## src/rtl/exe_wb_skid_stage_pkg.sv

```systemverilog
// ============================================================================
// Module      : exe_wb_skid_stage_pkg
// Description : Shared pipeline widths used by every stage of the core.
// Revision    : 1.0 - initial release
// ============================================================================
`default_nettype none

package exe_wb_skid_stage_pkg;

    localparam int c_DSIZE_DEF = 32;
    localparam int c_ASIZE_DEF = 5;

endpackage : exe_wb_skid_stage_pkg

`default_nettype wire

```

## src/rtl/exe_wb_skid_stage_pipe_slot.sv

```systemverilog
// ============================================================================
// Module      : pipe_slot
// Description : One pipeline holding slot: valid bit plus {alu, addr, wen}.
// Revision    : 1.0 - initial release
// ============================================================================
`default_nettype none

module pipe_slot
    import exe_wb_skid_stage_pkg::*;
#(
    parameter int DSIZE = c_DSIZE_DEF,
    parameter int ASIZE = c_ASIZE_DEF
) (
    input  logic             clk,
    input  logic             rst,
    input  logic             i_valid,
    input  logic             i_load,
    input  logic [DSIZE-1:0] i_alu,
    input  logic [ASIZE-1:0] i_addr,
    input  logic             i_wen,
    output logic             o_valid,
    output logic [DSIZE-1:0] o_alu,
    output logic [ASIZE-1:0] o_addr,
    output logic             o_wen
);

    logic             r_valid;
    logic [DSIZE-1:0] r_alu;
    logic [ASIZE-1:0] r_addr;
    logic             r_wen;

    // Valid follows its next-state every cycle; payload only moves on a load.
    always_ff @(posedge clk or posedge rst) begin
        if (rst) begin
            r_valid <= 1'b0;
            r_alu   <= '0;
            r_addr  <= '0;
            r_wen   <= 1'b0;
        end else begin
            r_valid <= i_valid;
            if (i_load) begin
                r_alu  <= i_alu;
                r_addr <= i_addr;
                r_wen  <= i_wen;
            end
        end
    end

    assign o_valid = r_valid;
    assign o_alu   = r_alu;
    assign o_addr  = r_addr;
    assign o_wen   = r_wen;

endmodule : pipe_slot

`default_nettype wire

```

## src/rtl/exe_wb_skid_stage.sv

```systemverilog
// ============================================================================
// Module      : exe_wb_skid_stage
// Description : EXE->WB two-entry skid buffer with registered ready and
//               saturating back-pressure counter.
// Revision    : 1.0 - initial release
// ============================================================================
`default_nettype none

module exe_wb_skid_stage
    import exe_wb_skid_stage_pkg::*;
#(
    parameter int DSIZE = c_DSIZE_DEF,
    parameter int ASIZE = c_ASIZE_DEF,
    parameter int CNTW  = 16
) (
    input  logic             clk,
    input  logic             rst,
    input  logic             flush,
    input  logic             in_valid,
    output logic             in_ready,
    input  logic [DSIZE-1:0] aluin,
    input  logic [ASIZE-1:0] muxin,
    input  logic             wenin,
    output logic             out_valid,
    input  logic             out_ready,
    output logic [DSIZE-1:0] aluout,
    output logic [ASIZE-1:0] muxout,
    output logic             wenout,
    output logic [CNTW-1:0]  stall_cnt
);

    localparam logic [CNTW-1:0] c_CNT_ONE = {{(CNTW-1){1'b0}}, 1'b1};

    logic             r_in_ready;
    logic [CNTW-1:0]  r_stall_cnt;

    logic             w_main_valid, w_main_wen;
    logic             w_skid_valid, w_skid_wen;
    logic [DSIZE-1:0] w_skid_alu;
    logic [ASIZE-1:0] w_skid_addr;

    logic             w_accept, w_drain, w_main_free;
    logic             w_main_vnext, w_main_load, w_main_from_skid;
    logic             w_skid_vnext, w_skid_load;
    logic [DSIZE-1:0] w_main_alu_d;
    logic [ASIZE-1:0] w_main_addr_d;
    logic             w_main_wen_d;

    assign w_accept    = in_valid & r_in_ready;
    assign w_drain     = w_main_valid & out_ready;
    assign w_main_free = ~w_main_valid | w_drain;

    // Flush only kills valid bits; payload loads are suppressed with it.
    always_comb begin
        w_main_vnext     = w_main_valid;
        w_main_load      = 1'b0;
        w_main_from_skid = 1'b0;
        w_skid_vnext     = w_skid_valid;
        w_skid_load      = 1'b0;
        if (flush) begin
            w_main_vnext = 1'b0;
            w_skid_vnext = 1'b0;
        end else if (w_main_free) begin
            if (w_skid_valid) begin
                w_main_vnext     = 1'b1;
                w_main_load      = 1'b1;
                w_main_from_skid = 1'b1;
                w_skid_vnext     = 1'b0;
            end else begin
                w_main_vnext = w_accept;
                w_main_load  = w_accept;
            end
        end else if (w_accept) begin
            w_skid_vnext = 1'b1;
            w_skid_load  = 1'b1;
        end
    end

    assign w_main_alu_d  = w_main_from_skid ? w_skid_alu  : aluin;
    assign w_main_addr_d = w_main_from_skid ? w_skid_addr : muxin;
    assign w_main_wen_d  = w_main_from_skid ? w_skid_wen  : wenin;

    pipe_slot #(
        .DSIZE (DSIZE),
        .ASIZE (ASIZE)
    ) u_main (
        .clk     (clk),
        .rst     (rst),
        .i_valid (w_main_vnext),
        .i_load  (w_main_load),
        .i_alu   (w_main_alu_d),
        .i_addr  (w_main_addr_d),
        .i_wen   (w_main_wen_d),
        .o_valid (w_main_valid),
        .o_alu   (aluout),
        .o_addr  (muxout),
        .o_wen   (w_main_wen)
    );

    pipe_slot #(
        .DSIZE (DSIZE),
        .ASIZE (ASIZE)
    ) u_skid (
        .clk     (clk),
        .rst     (rst),
        .i_valid (w_skid_vnext),
        .i_load  (w_skid_load),
        .i_alu   (aluin),
        .i_addr  (muxin),
        .i_wen   (wenin),
        .o_valid (w_skid_valid),
        .o_alu   (w_skid_alu),
        .o_addr  (w_skid_addr),
        .o_wen   (w_skid_wen)
    );

    // Ready is the registered complement of the next skid state, so it never
    // depends combinationally on out_ready.
    always_ff @(posedge clk or posedge rst) begin
        if (rst) begin
            r_in_ready  <= 1'b1;
            r_stall_cnt <= '0;
        end else begin
            r_in_ready <= ~w_skid_vnext;
            if (w_main_valid && !out_ready && !(&r_stall_cnt)) begin
                r_stall_cnt <= r_stall_cnt + c_CNT_ONE;
            end
        end
    end

    assign in_ready  = r_in_ready;
    assign out_valid = w_main_valid;
    assign wenout    = w_main_wen & w_main_valid;
    assign stall_cnt = r_stall_cnt;

endmodule : exe_wb_skid_stage

`default_nettype wire

```

## config.mk

```make
export PLATFORM = sky130hd
export DESIGN_NAME = exe_wb_skid_stage
export DESIGN_NICKNAME = d
export VERILOG_FILES = /design/src/rtl/exe_wb_skid_stage_pkg.sv /design/src/rtl/exe_wb_skid_stage_pipe_slot.sv /design/src/rtl/exe_wb_skid_stage.sv
export SDC_FILE = /design/constraint.sdc
export NUM_CORES = 1
export LEC_CHECK = 0
export ABC_AREA = 0
export ABC_CLOCK_PERIOD_IN_PS = 8340
export CAP_MARGIN = 30
export CORE_MARGIN = 2
export CORE_UTILIZATION = 53
export CTS_CLUSTER_DIAMETER = 100
export DETAILED_ROUTE_END_ITERATION = 7
export HOLD_SLACK_MARGIN = 0.12
export PLACE_DENSITY = 0.85
export SLEW_MARGIN = 20
export SYNTH_ARGS = -nofsm -noshare
export SYNTH_HDL_FRONTEND = slang
export SYNTH_SLANG_ARGS = --single-unit
```

## constraint.sdc

```tcl
create_clock -name clk -period 8.34 [get_ports clk]
set_clock_uncertainty 0.1 [all_clocks]
set_input_delay 2.085 -clock clk [delete_from_list [all_inputs] [get_ports clk]]
set_output_delay 2.085 -clock clk [all_outputs]
set_load 0.01 [all_outputs]
```

==> results.txt, run 1 <==
CTS Buf Count: 9
Final WL: 8160 um
Final worst-path cycle share: 44.6%
Pleak: 2.52 nW
GR Overflow Total: 0
Pre-CTS setup slack: 4.24 ns
Drt drc: 0
TritonCTS clock tree: done
P per Cell Area: 227 nW/um2
Fin. max-slew vios: 0
Worst path required time: 8.44 ns
Vias per std cell: 5.35
Nets: 470
Largest fanout on the critical path: 38
Dpl cells: 514
Seq cells post-synth: 95
Yosys warns: 0
Endpoints failing setup: 0
Count of maximum capacitance violations: 0
Synth Cell Area: 4070 um2
Wire length per cell: 15.4 um
Min-Delay Path Depth: 1
Outcome: complete, no violations
Cell taking the most area after synthesis: dfrtp_1
Switching power: 0.325 mW
Slew headroom: 49.9%
Seq pwr share: 50.4%
Non-Filler Instances: 530
Internal power: 0.893 mW
Clock power frac: 27.6%
Arr. time, crit path: 3.82 ns
Largest net degree at the start of global routing: 77
Io pins: 99
DP Area: 5130 um2
Worst R2R Path Depth: 5
Hold_ws: 0.411 ns
P&R area growth vs syn: 31.6%
Combinational Power Share: 21.9%
Routability Congestion: 0.836
Crit path kind: input pin to flip-flop
Post-route ant nets: 0
Power Total: 1.22 mW
Chip width: 91.7 um
CTS root buffer: clkbuf_8
Sequential share of the synthesized area: 58.4%
Crit end category: flip-flop
Ys async rst share: 100%
DIE HEIGHT: 91.7 um
Post-Syn Nets: 374
Measured slew at the worst slew-check pin: 0.751 ns
Setup Buffers After CTS: 0
Max VDD drop: 122 uV
Final worst path period need: 3.72 ns
Pre-antenna DRT Iters: 4
Hold_buf cts: 0
Hpwl dp: 5490 um
Antenna violations before repair: 0
Core Region: 7330 um2
Hold Vio Cnt, Final: 0
Via count: 2837
Critical Path Source Type: input pin
Fin area: 5360 um2
EDFF count, synth: 0
Port bufs: 98
Clock latency on the worst-skew pair: 0.36 ns
Core Util, Final: 73.1%
Global-route wire length before repair: 13700 um
Yosys top cell area share: 57.8%
RSZ-0062 raised after global routing: false
Max clock buf depth: 2
HP Class: flip-flop to flip-flop
Setup_tns: 0 ns
Initial core utilization: 55.6%
Synth Area per Inst: 12.3 um2
Sw Ratio: 26.7%
GR Util All Layers: 20.4%
Mapped Cells: 330
Fill cell count: 509
CTS clock-pin slew for the worst setup and hold paths: 0.09 ns
CTS sink count: 95
1st-iter DRT viols: 132
Resized Gates After CTS: 0
Fraction of layout cells with a size suffix above 1: 16.0%
Max Clock Freq: 0.269 GHz
PnR worst setup slack: 4.62 ns
Number of global-route vias before repair: 2884
Post-synthesis cell type count: 34
Synth Flop Type: dfrtp_1
# diodes: 0
Max H-tree Level: 3
Synth area leaders: dfrtp_1 (58%), mux2_2 (11%), mux2i_1 (9.6%)
Row count: 31
Die area: 8400 um2
-- placed cells by master, fill, tap and decap left out, types with 2 or more instances in the layout --
| cell | n |
|---|---|
| a21oi_1 | 44 |
| and3_1 | 4 |
| buf_4 | 4 |
| bufinv_16 | 2 |
| clkbuf_8 | 10 |
| clkdlybuf4s50_1 | 98 |
| clkinv_4 | 3 |
| dfrtp_1 | 94 |
| mux2_2 | 39 |
| mux2i_1 | 39 |
| nand2_1 | 9 |
| nand3_1 | 4 |
| nand3_2 | 2 |
| nand4_1 | 3 |
| nor2_1 | 39 |
| nor3_1 | 2 |
| nor3_2 | 2 |
| nor4_1 | 2 |
| o31ai_1 | 2 |
| xnor2_1 | 3 |
| xor2_1 | 8 |
-- final timing paths --
| kind | startpoint | endpoint | slack [ns] |
|---|---|---|---|
| min in group asynchronous | rst | u_main.o_alu[13] | 2.07 |
| min | u_skid.o_alu[10] | u_skid.o_alu[10] | 0.41 |
| min reg2reg | u_skid.o_alu[10] | u_skid.o_alu[10] | 0.41 |
| max reg2reg | stall_cnt[0] | stall_cnt[1] | 6.39 |
| max in group asynchronous | rst | u_main.o_alu[23] | 4.97 |
| max | out_ready | u_main.o_alu[23] | 4.62 |
-- routing by layer --
layer  up-vias  track usage [%]  share of wire, %
met3        13             4.03               5.0
met2        81             32.8                47
li1       1347                -                 -
met5         -                0                 0
met1      1396             27.4                46
met4         0             8.21               1.7
-- flip-flops by register name, indices dropped and copies added (netlist names) --
register        cells
u_main.o_alu       32
u_skid.o_alu       32
stall_cnt          16
u_main.o_addr       5
u_skid.o_addr       5
in_ready            1
u_main.o_valid      1
u_main.o_wen        1
u_skid.o_valid      1
u_skid.o_wen        1
-- cell usage after synthesis, types with 2 or more instances --
library cell	number
dfrtp_1	94
a21oi_1	44
mux2_2	39
mux2i_1	39
nor2_1	39
buf_2	9
nand2_1	9
xor2_1	8
and3_1	4
buf_4	4
clkbuf_1	4
nand3_1	4
nor3_1	4
nand4_1	3
xnor2_1	3
inv_1	2
nand3_2	2
nor4_1	2
o31ai_1	2
-- critical path, stage by stage --
cell	delay [ns]
clkdlybuf4s50_1	0.44
nand2b_1	0.24
nand3b_1	0.12
buf_4	0.54
mux2i_1	0.28
a21oi_1	0.09
-- power by group through the flow --
stage	clock (mW)	sequential (mW)	combinational, mW
2_1_floorplan	0	0.630	0.115
3_5_place_dp	0	0.623	0.270
6_report	0.337	0.615	0.267
4_1_cts	0.343	0.615	0.271
3_3_place_gp	0	0.617	0.260
5_1_grt	0.367	0.628	0.291
-- cell type report --
cell class                 instances  area (um2)  share of cell area, %
timing repair buffer             102        1010                   18.9
clock inverter                     6        93.8                   1.75
sequential                        95        2380                   44.4
clock buffer                      10         138                   2.57
multi-input combinational        216        1610                   30.0
tap                               99         124                   2.31
inverter                           2        8.76                  0.163
-- logic make-up after synthesis --
| group | share of synthesized area (%) |
|---|---|
| DFF | 58.4 |
| muxes | 20.7 |
| buffers and inverters | 2.40 |
| adders and majority gates | 0.307 |
| and+or+nand+nor | 9.37 |
| xor gates and xnor gates | 2.37 |
| AOI/OAI and AO/OA | 6.42 |
No activity file was read; power rests on OpenSTA's default activity.
==> run 2: changes to the inputs <==
--- a/config.mk
+++ b/config.mk
@@ -6,14 +6,14 @@
 export NUM_CORES = 1
 export LEC_CHECK = 0
 export ABC_AREA = 0
-export ABC_CLOCK_PERIOD_IN_PS = 8340
+export ABC_CLOCK_PERIOD_IN_PS = 3100
 export CAP_MARGIN = 30
 export CORE_MARGIN = 2
-export CORE_UTILIZATION = 53
+export CORE_UTILIZATION = 45
 export CTS_CLUSTER_DIAMETER = 100
 export DETAILED_ROUTE_END_ITERATION = 7
 export HOLD_SLACK_MARGIN = 0.12
-export PLACE_DENSITY = 0.85
+export PLACE_DENSITY = 0.77
 export SLEW_MARGIN = 20
 export SYNTH_ARGS = -nofsm -noshare
 export SYNTH_HDL_FRONTEND = slang
==> constraint.sdc (replaced) <==
create_clock -name clk -period 3.1 [get_ports clk]
set_clock_uncertainty 0.1 [all_clocks]
set_input_delay 0.775 -clock clk [delete_from_list [all_inputs] [get_ports clk]]
set_output_delay 0.775 -clock clk [all_outputs]
set_load 0.01 [all_outputs]
==> results.txt, run 2 (synthesized netlist as in run 1, its figures left out) <==
TritonCTS clock tree: done
Core Region: 8760 um2 (+20%)
Max clock buf depth: 2 (unchanged)
Min-Delay Path Depth: 1 (unchanged)
Chip width: 99.1 um (+8.2%)
Hold_ws: 0.416 ns (+0.00456 ns)
Fin. max-slew vios: 0 (unchanged)
GR Overflow Total: 0 (unchanged)
Largest fanout on the critical path: 3 (-92%)
Hpwl dp: 5960 um (+8.5%)
Pre-CTS setup slack: 0.482 ns (-3.76 ns)
Setup_tns: 0 ns (unchanged)
Non-Filler Instances: 542 (+2.3%)
Max incr delay on CP: 0.56 ns (+0.02 ns)
GR Util All Layers: 17.7% (-2.8 points)
Via count: 2850 (+0.46%)
Vias per std cell: 5.26 (-1.8%)
Worst path required time: 2.22 ns (-6.22 ns)
Max Clock Freq: 0.434 GHz
Outcome: complete, no violations
Commonest non-fill, non-tap cell in the layout: clkdlybuf4s50_1
DIE HEIGHT: 99.1 um (+8.2%)
PnR worst setup slack: 0.795 ns (-3.82 ns)
Final worst-path cycle share: 74.4%
P&R area growth vs syn: 32.9%
Pre-antenna DRT Iters: 4 (unchanged)
Worst R2R Path Depth: 5 (unchanged)
Post-route ant nets: 0 (unchanged)
Final worst path period need: 2.31 ns
Count of maximum capacitance violations: 0 (unchanged)
Slew headroom: 62.4% (+13 points)
Crit path kind: flip-flop to output port
Hold Vio Cnt, Final: 0 (unchanged)
Power Total: 3.23 mW (+170%)
Port bufs: 98 (unchanged)
Drt drc: 0 (unchanged)
Resized Gates After CTS: 0 (unchanged)
Clock latency on the worst-skew pair: 0.35 ns (about the same)
Arr. time, crit path: 1.43 ns (-2.39 ns)
Nets: 473 (+0.64%)
# diodes: 0 (unchanged)
Wire length per cell: 15.5 um (+0.55%)
Reg-to-reg setup timing slack: 1.10 ns (-5.29 ns)
Most frequent cells in the layout: clkdlybuf4s50_1 (98), dfrtp_1 (94), a21oi_1 (44)
RSZ-0062 raised after global routing: false
Number of global-route vias before repair: 2828 (-1.9%)
Dpl cells: 526 (+2.3%)
Reg2reg end: stall_cnt[1]
FF-to-FF Start: stall_cnt[0]
Max H-tree Level: 3 (unchanged)
Critical Path, Cell by Cell: clkdlybuf4s50_1
Measured slew at the worst slew-check pin: 0.559 ns (-0.192 ns)
CTS Buf Count: 9 (unchanged)
Crit end category: output port
Pleak: 2.54 nW (+0.84%)
Global-route wire length before repair: 14000 um (+2.1%)
WP buf/inv: 1 (-1)
Row count: 34 (+9.7%)
Die area: 9830 um2 (+17%)
Crit-path slowest cell: dfstp_2
Fraction of layout cells with a size suffix above 1: 16.6% (+0.58 points)
HP Start: u_skid.o_alu[8]
Max VDD drop: 348 uV (+180%)
Initial core utilization: 46.5% (-9.1 points)
Cell family with most CP delay: flip-flops
Routability Congestion: 0.789 (-5.5%)
CTS clock-pin slew for the worst setup and hold paths: 0.10 ns (about the same)
HP Class: flip-flop to flip-flop
P per Cell Area: 597 nW/um2 (+160%)
Endpoints failing setup: 0 (unchanged)
Hold_buf cts: 0 (unchanged)
1st-iter DRT viols: 109 (-17%)
CTS sink count: 95 (unchanged)
Critical Path Source Type: flip-flop
CTS root buffer: clkbuf_8
Antenna violations before repair: 0 (unchanged)
Final WL: 8390 um (+2.8%)
Io pins: 99 (unchanged)
Hold endpoint: u_skid.o_alu[8]
Setup Buffers After CTS: 0 (unchanged)
Largest net degree at the start of global routing: 55 (-29%)
[run 2: changes by cell type in the layout (fill, tap and decap cells not counted), sizes merged]
cell,previous run,this run
buf,4,7
bufinv,2,1
clkbuf,10,9
clkinv,4,2
inv,1,5
[run 2: layout make-up]
| class | instances | area, um2 |
|---|---|---|
| Fill cell | 701 | 3350 |
| Inverter | 2 | 11.3 |
| Tap cell | 108 | 135 |
| Multi-Input combinational cell | 216 | 1610 |
| Sequential cell | 95 | 2380 |
| Timing Repair Buffer | 105 | 1070 |
| Clock inverter | 7 | 87.6 |
| Clock buffer | 9 | 124 |
[run 2: how the worst max path moves through the flow]
stage	start	to	slack, ns	depth (start not counted)
2_1_floorplan	out_ready	u_skid.o_alu[10]	0.97	5
3_3_place_gp	out_ready	u_skid.o_alu[14]	0.55	5
3_5_place_dp	out_ready	u_skid.o_alu[5]	0.48	5
4_1_cts	in_ready	in_ready	0.77	1
5_1_grt	out_ready	stall_cnt[13]	0.68	5
6_report	in_ready	in_ready	0.79	1
[run 2: routing by layer]
metal	wire length, um	vias to the layer above	global-route usage (%)
met5	0	-	0
met4	80	0	5.58
met3	379	6	3.23
met2	4030	72	27.5
met1	3900	1417	25.4
li1	-	1355	-
[run 2: where the power goes]
group | switching, mW | internal (mW) | leakage, nW
logic | 0.284 | 0.441 | 1.29
clock network | 0.457 | 0.393 | 0.108
registers | 0.169 | 1.49 | 1.13
total | 0.910 | 2.32 | 2.54
[run 2: per-stage QoR]
stage | utilization [%] | instance area, um2
6_report | 61.8 | 5410
5_1_grt | 61.8 | 5410
4_1_cts | 61.8 | 5410
3_5_place_dp | 59.4 | 5200
3_3_place_gp | 59.4 | 5200
2_1_floorplan | - | 4080
==> run 3: changes to the inputs <==
--- a/config.mk
+++ b/config.mk
@@ -6,14 +6,14 @@
 export NUM_CORES = 1
 export LEC_CHECK = 0
 export ABC_AREA = 0
-export ABC_CLOCK_PERIOD_IN_PS = 3100
+export ABC_CLOCK_PERIOD_IN_PS = 2200
 export CAP_MARGIN = 30
 export CORE_MARGIN = 2
-export CORE_UTILIZATION = 45
+export CORE_UTILIZATION = 49
 export CTS_CLUSTER_DIAMETER = 100
 export DETAILED_ROUTE_END_ITERATION = 7
 export HOLD_SLACK_MARGIN = 0.12
-export PLACE_DENSITY = 0.77
+export PLACE_DENSITY = 0.79
 export SLEW_MARGIN = 20
 export SYNTH_ARGS = -nofsm -noshare
 export SYNTH_HDL_FRONTEND = slang
==> constraint.sdc (replaced) <==
create_clock -name clk -period 2.2 [get_ports clk]
set_clock_uncertainty 0.1 [all_clocks]
set_input_delay 0.55 -clock clk [delete_from_list [all_inputs] [get_ports clk]]
set_output_delay 0.55 -clock clk [all_outputs]
set_load 0.01 [all_outputs]
==> results.txt, run 3 (synthesized netlist as in run 1, its figures left out) <==
Final worst path period need: 2.13 ns
CTS root buffer: clkbuf_8
Post-route ant nets: 0 (unchanged)
Fin. max-slew vios: 0 (unchanged)
Setup_tns: 0 ns (unchanged)
CTS sink count: 95 (unchanged)
Power Total: 4.68 mW (+45%)
Hold_ws: 0.413 ns (-0.00279 ns)
Switching power: 1.21 mW (+33%)
Routability Congestion: 0.797 (+1.0%)
Io pins: 99 (unchanged)
Pleak: 2.58 nW (+1.6%)
Measured slew at the worst slew-check pin: 0.483 ns (-0.0765 ns)
Resized Gates After CTS: 0 (unchanged)
Outcome: complete, no violations
Worst path required time: 1.55 ns (-0.67 ns)
DIE HEIGHT: 95.2 um (-4.0%)
Die area: 9060 um2 (-7.8%)
CTS Buf Count: 9 (unchanged)
Fraction of layout cells with a size suffix above 1: 17.7% (+1.1 points)
Reg2reg end: stall_cnt[15]
P&R area growth vs syn: 35.0%
Internal power: 3.47 mW (+50%)
Slew headroom: 67.8% (+5.4 points)
Clock power frac: 28.4% (+2.1 points)
Crit end category: output port
Most frequent cells in the layout: clkdlybuf4s50_1 (98), dfrtp_1 (94), a21oi_1 (44)
Global-route wire length before repair: 13000 um (-6.7%)
Setup crit start: u_main.o_valid
Largest fanout on the critical path: 5 (+2)
1st-iter DRT viols: 67 (-39%)
# diodes: 0 (unchanged)
Final WL: 8080 um (-3.7%)
Hold_buf cts: 0 (unchanged)
Max clock buf depth: 2 (unchanged)
Hold Vio Cnt, Final: 0 (unchanged)
Arr. time, crit path: 1.48 ns (+0.05 ns)
Wire length per cell: 14.8 um (-4.3%)
RSZ-0062 raised after global routing: false
Chip width: 95.2 um (-4.0%)
Worst R2R Path Depth: 6 (+1)
Commonest non-fill, non-tap cell in the layout: clkdlybuf4s50_1
Antenna violations before repair: 0 (unchanged)
Largest net degree at the start of global routing: 96 (+75%)
Max H-tree Level: 3 (unchanged)
Initial core utilization: 50.1% (+3.6 points)
Setup Buffers After CTS: 0 (unchanged)
Combinational Power Share: 22.0% (-0.4 points)
TritonCTS clock tree: done
Vias per std cell: 5.27 (+0.25%)
Nets: 480 (+1.5%)
Critical Path Source Type: flip-flop
Max Clock Freq: 0.469 GHz
Final worst-path cycle share: 96.9%
GR Util All Layers: 18.4% (+0.71 points)
FF-to-FF Start: stall_cnt[0]
Port bufs: 98 (unchanged)
Max VDD drop: 459 uV (+32%)
Via count: 2873 (+0.81%)
GR Overflow Total: 0 (unchanged)
P per Cell Area: 852 nW/um2 (+43%)
Endpoints failing setup: 0 (unchanged)
Critical Path End: wenout
Hpwl dp: 5490 um (-7.9%)
Drt drc: 0 (unchanged)
Reg-to-reg setup timing slack: 0.38 ns (-0.72 ns)
HP Class: flip-flop to flip-flop
Number of global-route vias before repair: 2830 (+0.071%)
CTS clock-pin slew for the worst setup and hold paths: 0.10 ns (about the same)
Clock latency on the worst-skew pair: 0.35 ns (about the same)
Sw Ratio: 25.8% (-2.4 points)
Crit path kind: flip-flop to output port
Core Region: 8130 um2 (-7.2%)
Row count: 33 (-2.9%)
Seq pwr share: 49.6% (-1.7 points)
Count of maximum capacitance violations: 0 (unchanged)
Pre-antenna DRT Iters: 4 (unchanged)
run 3: changes by cell type in the layout (fill, tap and decap cells not counted), sizes merged:
cell	change
buf	+7
bufinv	+2
clkinv	-1
clkinvlp	+2
inv	-4
run 3: metrics by stage:
stage                     utilization [%]  instances  setup slack (ns)  cell area (um2)
after global routing                 67.6        545            0.0105             5500
after floorplan                         -        330             0.295             4080
after CTS                            67.6        545            0.0566             5500
after detailed placement             64.7        530            -0.147             5260
final                                67.6        545            0.0690             5500
after global placement               64.7        530           -0.0920             5260
run 3: worst min path at each step:
stage                       endpoint  slack, ns             start  depth (start not counted)
floorplan           u_skid.o_alu[10]       0.38  u_skid.o_alu[10]                          1
global placement    u_skid.o_alu[30]       0.39  u_skid.o_alu[30]                          1
detailed placement  u_skid.o_alu[21]       0.39  u_skid.o_alu[21]                          1
CTS                 u_skid.o_alu[21]       0.41  u_skid.o_alu[21]                          1
global route        u_skid.o_alu[14]       0.43  u_skid.o_alu[14]                          1
finish               u_skid.o_alu[0]       0.41   u_skid.o_alu[0]                          1
run 3: layer usage:
| metal | wire length [um] | GRT usage [%] | up-vias |
|---|---|---|---|
| met1 | 3850 | 26.0 | 1405 |
| met2 | 3730 | 28.1 | 87 |
| met5 | 0 | 0 | - |
| li1 | - | - | 1374 |
| met3 | 435 | 3.95 | 7 |
| met4 | 56 | 6.76 | 0 |
run 3: worst max-delay path, stage by stage (launching register included):
cell,delay (ns)
dfrtp_1,0.42
and2_1,0.16
clkdlybuf4s50_1,0.55
run 3: power groups by stage:
stage	Clock [mW]	Sequential [mW]	Combinational, mW
after floorplan	0	2.39	0.436
after global placement	0	2.34	1.00
after detailed placement	0	2.36	1.04
after CTS	1.37	2.32	1.04
after global routing	1.45	2.37	1.12
final	1.33	2.32	1.03
run 3: final cells by class:
| type | count | area (um2) |
|---|---|---|
| Clock inverter | 6 | 110 |
| Timing Repair Buffer | 112 | 1140 |
| Clock buffer | 9 | 124 |
| Multi-Input combinational cell | 216 | 1610 |
| Sequential cell | 95 | 2380 |
| Tap cell | 105 | 131 |
| Inverter | 2 | 11.3 |
| Fill cell | 618 | 2640 |
==> patch, RTL diff (settings of run 3) <==
`c_DSIZE_DEF`: 32 -> 64.
--- a/src/rtl/exe_wb_skid_stage_pkg.sv
+++ b/src/rtl/exe_wb_skid_stage_pkg.sv
@@ -8,5 +8,5 @@
 package exe_wb_skid_stage_pkg;
 
-    localparam int c_DSIZE_DEF = 32;
+    localparam int c_DSIZE_DEF = 64;
     localparam int c_ASIZE_DEF = 5;
 
Interface: changed (resized aluin and aluout); port bits go from 99 to 163. No check against the original RTL was run, so the function may have changed too.
==> patch against run 3 <==
  * Sequential cell count increased by 64
  * Synthesized cell count increased by 62%
  * Total power increased by 78%
  * Design area increased by 71%
  * Sequential share of layout area decreased by 1.0 points
  * Area after synthesis increased by 65%
  * Clock power increased by 100%
  * Combinational power increased by 69%
  * Via count increased by 67%
  * Routed wire length increased by 86%
  * Worst setup slack got worse by 0.030 ns
  * Critical endpoint is now in_ready
  * Largest power group unchanged
==> patch: results (changes against run 3) <==
\begin{tabular}{lr}
\hline
Metric & Value \\
\hline
\multicolumn{2}{l}{\textbf{Outcome}} \\
\quad Result of the run & completed \\
\multicolumn{2}{l}{\textbf{Worst setup path}} \\
\quad Critical path arrival & 1.51 ns (+0.03 ns) \\
\quad Delay-heaviest family, CP & flip-flops \\
\quad Highest fanout seen on the critical path & 3 (-2) \\
\quad Slowest library cell on the worst path & dfstp\_2 \\
\multicolumn{2}{l}{\textbf{GRT}} \\
\quad Global-route wire length before repair & 24.9 mm (+91\%) \\
\quad GRT Util Overall & 21.6\% (+3.2 points) \\
\quad Largest net degree at the start of global routing & 77 (-20\%) \\
\multicolumn{2}{l}{\textbf{Logic synthesis}} \\
\quad Synthesized area divided by synthesized cell count & 12.5 µm² (+1.4\%) \\
\quad Area contributors post-synth & dfrtp\_1 (59\%), mux2\_2 (11\%), mux2i\_1 (11\%), a21oi\_1 (5.7\%), nor2\_1 (4.0\%) \\
\quad Synth cell types & 36 (+5.9\%) \\
\quad Post-synth top cells & dfrtp\_1 (158), a21oi\_1 (76), mux2i\_1 (71), nor2\_1 (71), mux2\_2 (65) \\
\quad Number of nets produced by synthesis & 612 (+64\%) \\
\quad Sequential element share of the synthesized area & 59.3\% (+0.93 points) \\
\multicolumn{2}{l}{\textbf{CTS}} \\
\quad Source-to-sink clock delay at the later pin of the worst-skew pair & 0.41 ns (+0.06 ns) \\
\quad CTS root buffer & clkbuf\_16 \\
\quad H-tree lvl count & 4 (+1) \\
\quad TritonCTS Buffers & 17 (+8) \\
\quad Clock edge transition at the registers on the reported setup and hold paths & 0.06 ns (-0.04 ns) \\
\quad Post-CTS Resized & 0 (unchanged) \\
\quad Number of post-CTS setup repair buffers & 1 (+1) \\
\multicolumn{2}{l}{\textbf{Detailed routing}} \\
\quad Routed length per instance & 16.4 µm (+11\%) \\
\quad Number of design-rule violations left by the first detailed-router iteration & 215 (+220\%) \\
\quad Average via count per standard cell & 5.25 (-0.37\%) \\
\quad Routed via count & 4795 (+67\%) \\
\multicolumn{2}{l}{\textbf{Finish}} \\
\quad Number of nets in the final layout & 800 (+67\%) \\
\quad Share of layout cells above drive strength 1 & 19.7\% (+1.9 points) \\
\multicolumn{2}{l}{\textbf{Place}} \\
\quad Placed Cells & 880 (+66\%) \\
\quad Cell Area, Placed & 0.00888 mm² (+69\%) \\
\quad PortBufs & 162 (+65\%) \\
\quad Sum of net half-perimeters after detailed placement & 10.9 mm (+98\%) \\
\quad Post-Place Setup Slack & -0.148 ns (-0.00110 ns) \\
\quad Global placer's final weighted congestion & 0.852 (+6.9\%) \\
\multicolumn{2}{l}{\textbf{Pwr}} \\
\quad Leakage & 4.45 nW (+73\%) \\
\quad Part of the power in the clock network & 32.0\% (+3.6 points) \\
\quad Psw & 0.00221 W (+83\%) \\
\quad Worst IR drop on VDD & 543 µV (+18\%) \\
\multicolumn{2}{l}{\textbf{STA}} \\
\quad Normalized max-slew margin & 73.4\% (+5.6 points) \\
\hline
\end{tabular}
## patch: area by class of cell
type / count / area (µm²)
sequential: 159 / 3980
fill: 933 / 3870
multi-input combinational: 344 / 2580
timing repair buffer: 200 / 2090
clock buffer: 22 / 474
tap: 176 / 220
clock inverter: 10 / 63.8
inverter: 2 / 11.3
## patch: per-layer routing
layer	global-route usage, %	vias up	share of wire [%]
li1	-	2260	-
met1	26.5	2403	43
met2	36.8	115	51
met3	4.75	17	4.3
met4	8.72	0	1.5
met5	0	-	0
## patch: kinds of logic (layout without fill, tap and decap cells)
logic type      count (synthesis)  in the layout  synth area share [%]
compound gates                 81             81                  6.30
buf+inv                        33            234                  2.33
simple gates                  108            108                  7.67
fa+ha+maj                       1              1                 0.187
xor+xnor                       11             11                  1.44
mux                           143            143                  22.7
flops                         159            159                  59.3
## patch: stage by stage
stage	setup TNS [ns]	hold slack, ns	util, %	power [W]
2_1_floorplan	-73.32	0.357	-	0.00472
4_1_cts	0	0.398	70.9	0.00839
3_3_place_gp	-13.16	0.367	66.8	0.00561
3_5_place_dp	-12.53	0.382	66.8	0.00572
5_1_grt	0	0.415	70.9	0.00874
6_report	0	0.397	70.9	0.00833
## patch: power by group through the flow
stage	registers [W]	clock network, W	logic, W
finish	0.00392	0.00267	0.00174
global route	0.00399	0.00285	0.00190
floorplan	0.00400	0	0.000723
global placement	0.00392	0	0.00169
CTS	0.00392	0.00270	0.00177
detailed placement	0.00396	0	0.00176
## patch: path summary, 6_finish.rpt
kind / cells past startpoint / slack (ns) / startpoint / to
setup / recovery: 1 / 0.04 / in_ready / in_ready
hold / removal: 1 / 0.40 / u_skid.o_alu[32] / u_skid.o_alu[32]
setup reg to reg: 6 / 0.39 / stall_cnt[0] / stall_cnt[15]
hold reg to reg: 1 / 0.40 / u_skid.o_alu[32] / u_skid.o_alu[32]
max in group asynchronous: 3 / 1.13 / rst / u_skid.o_addr[1]
min in group asynchronous: 3 / 0.46 / rst / u_main.o_alu[36]
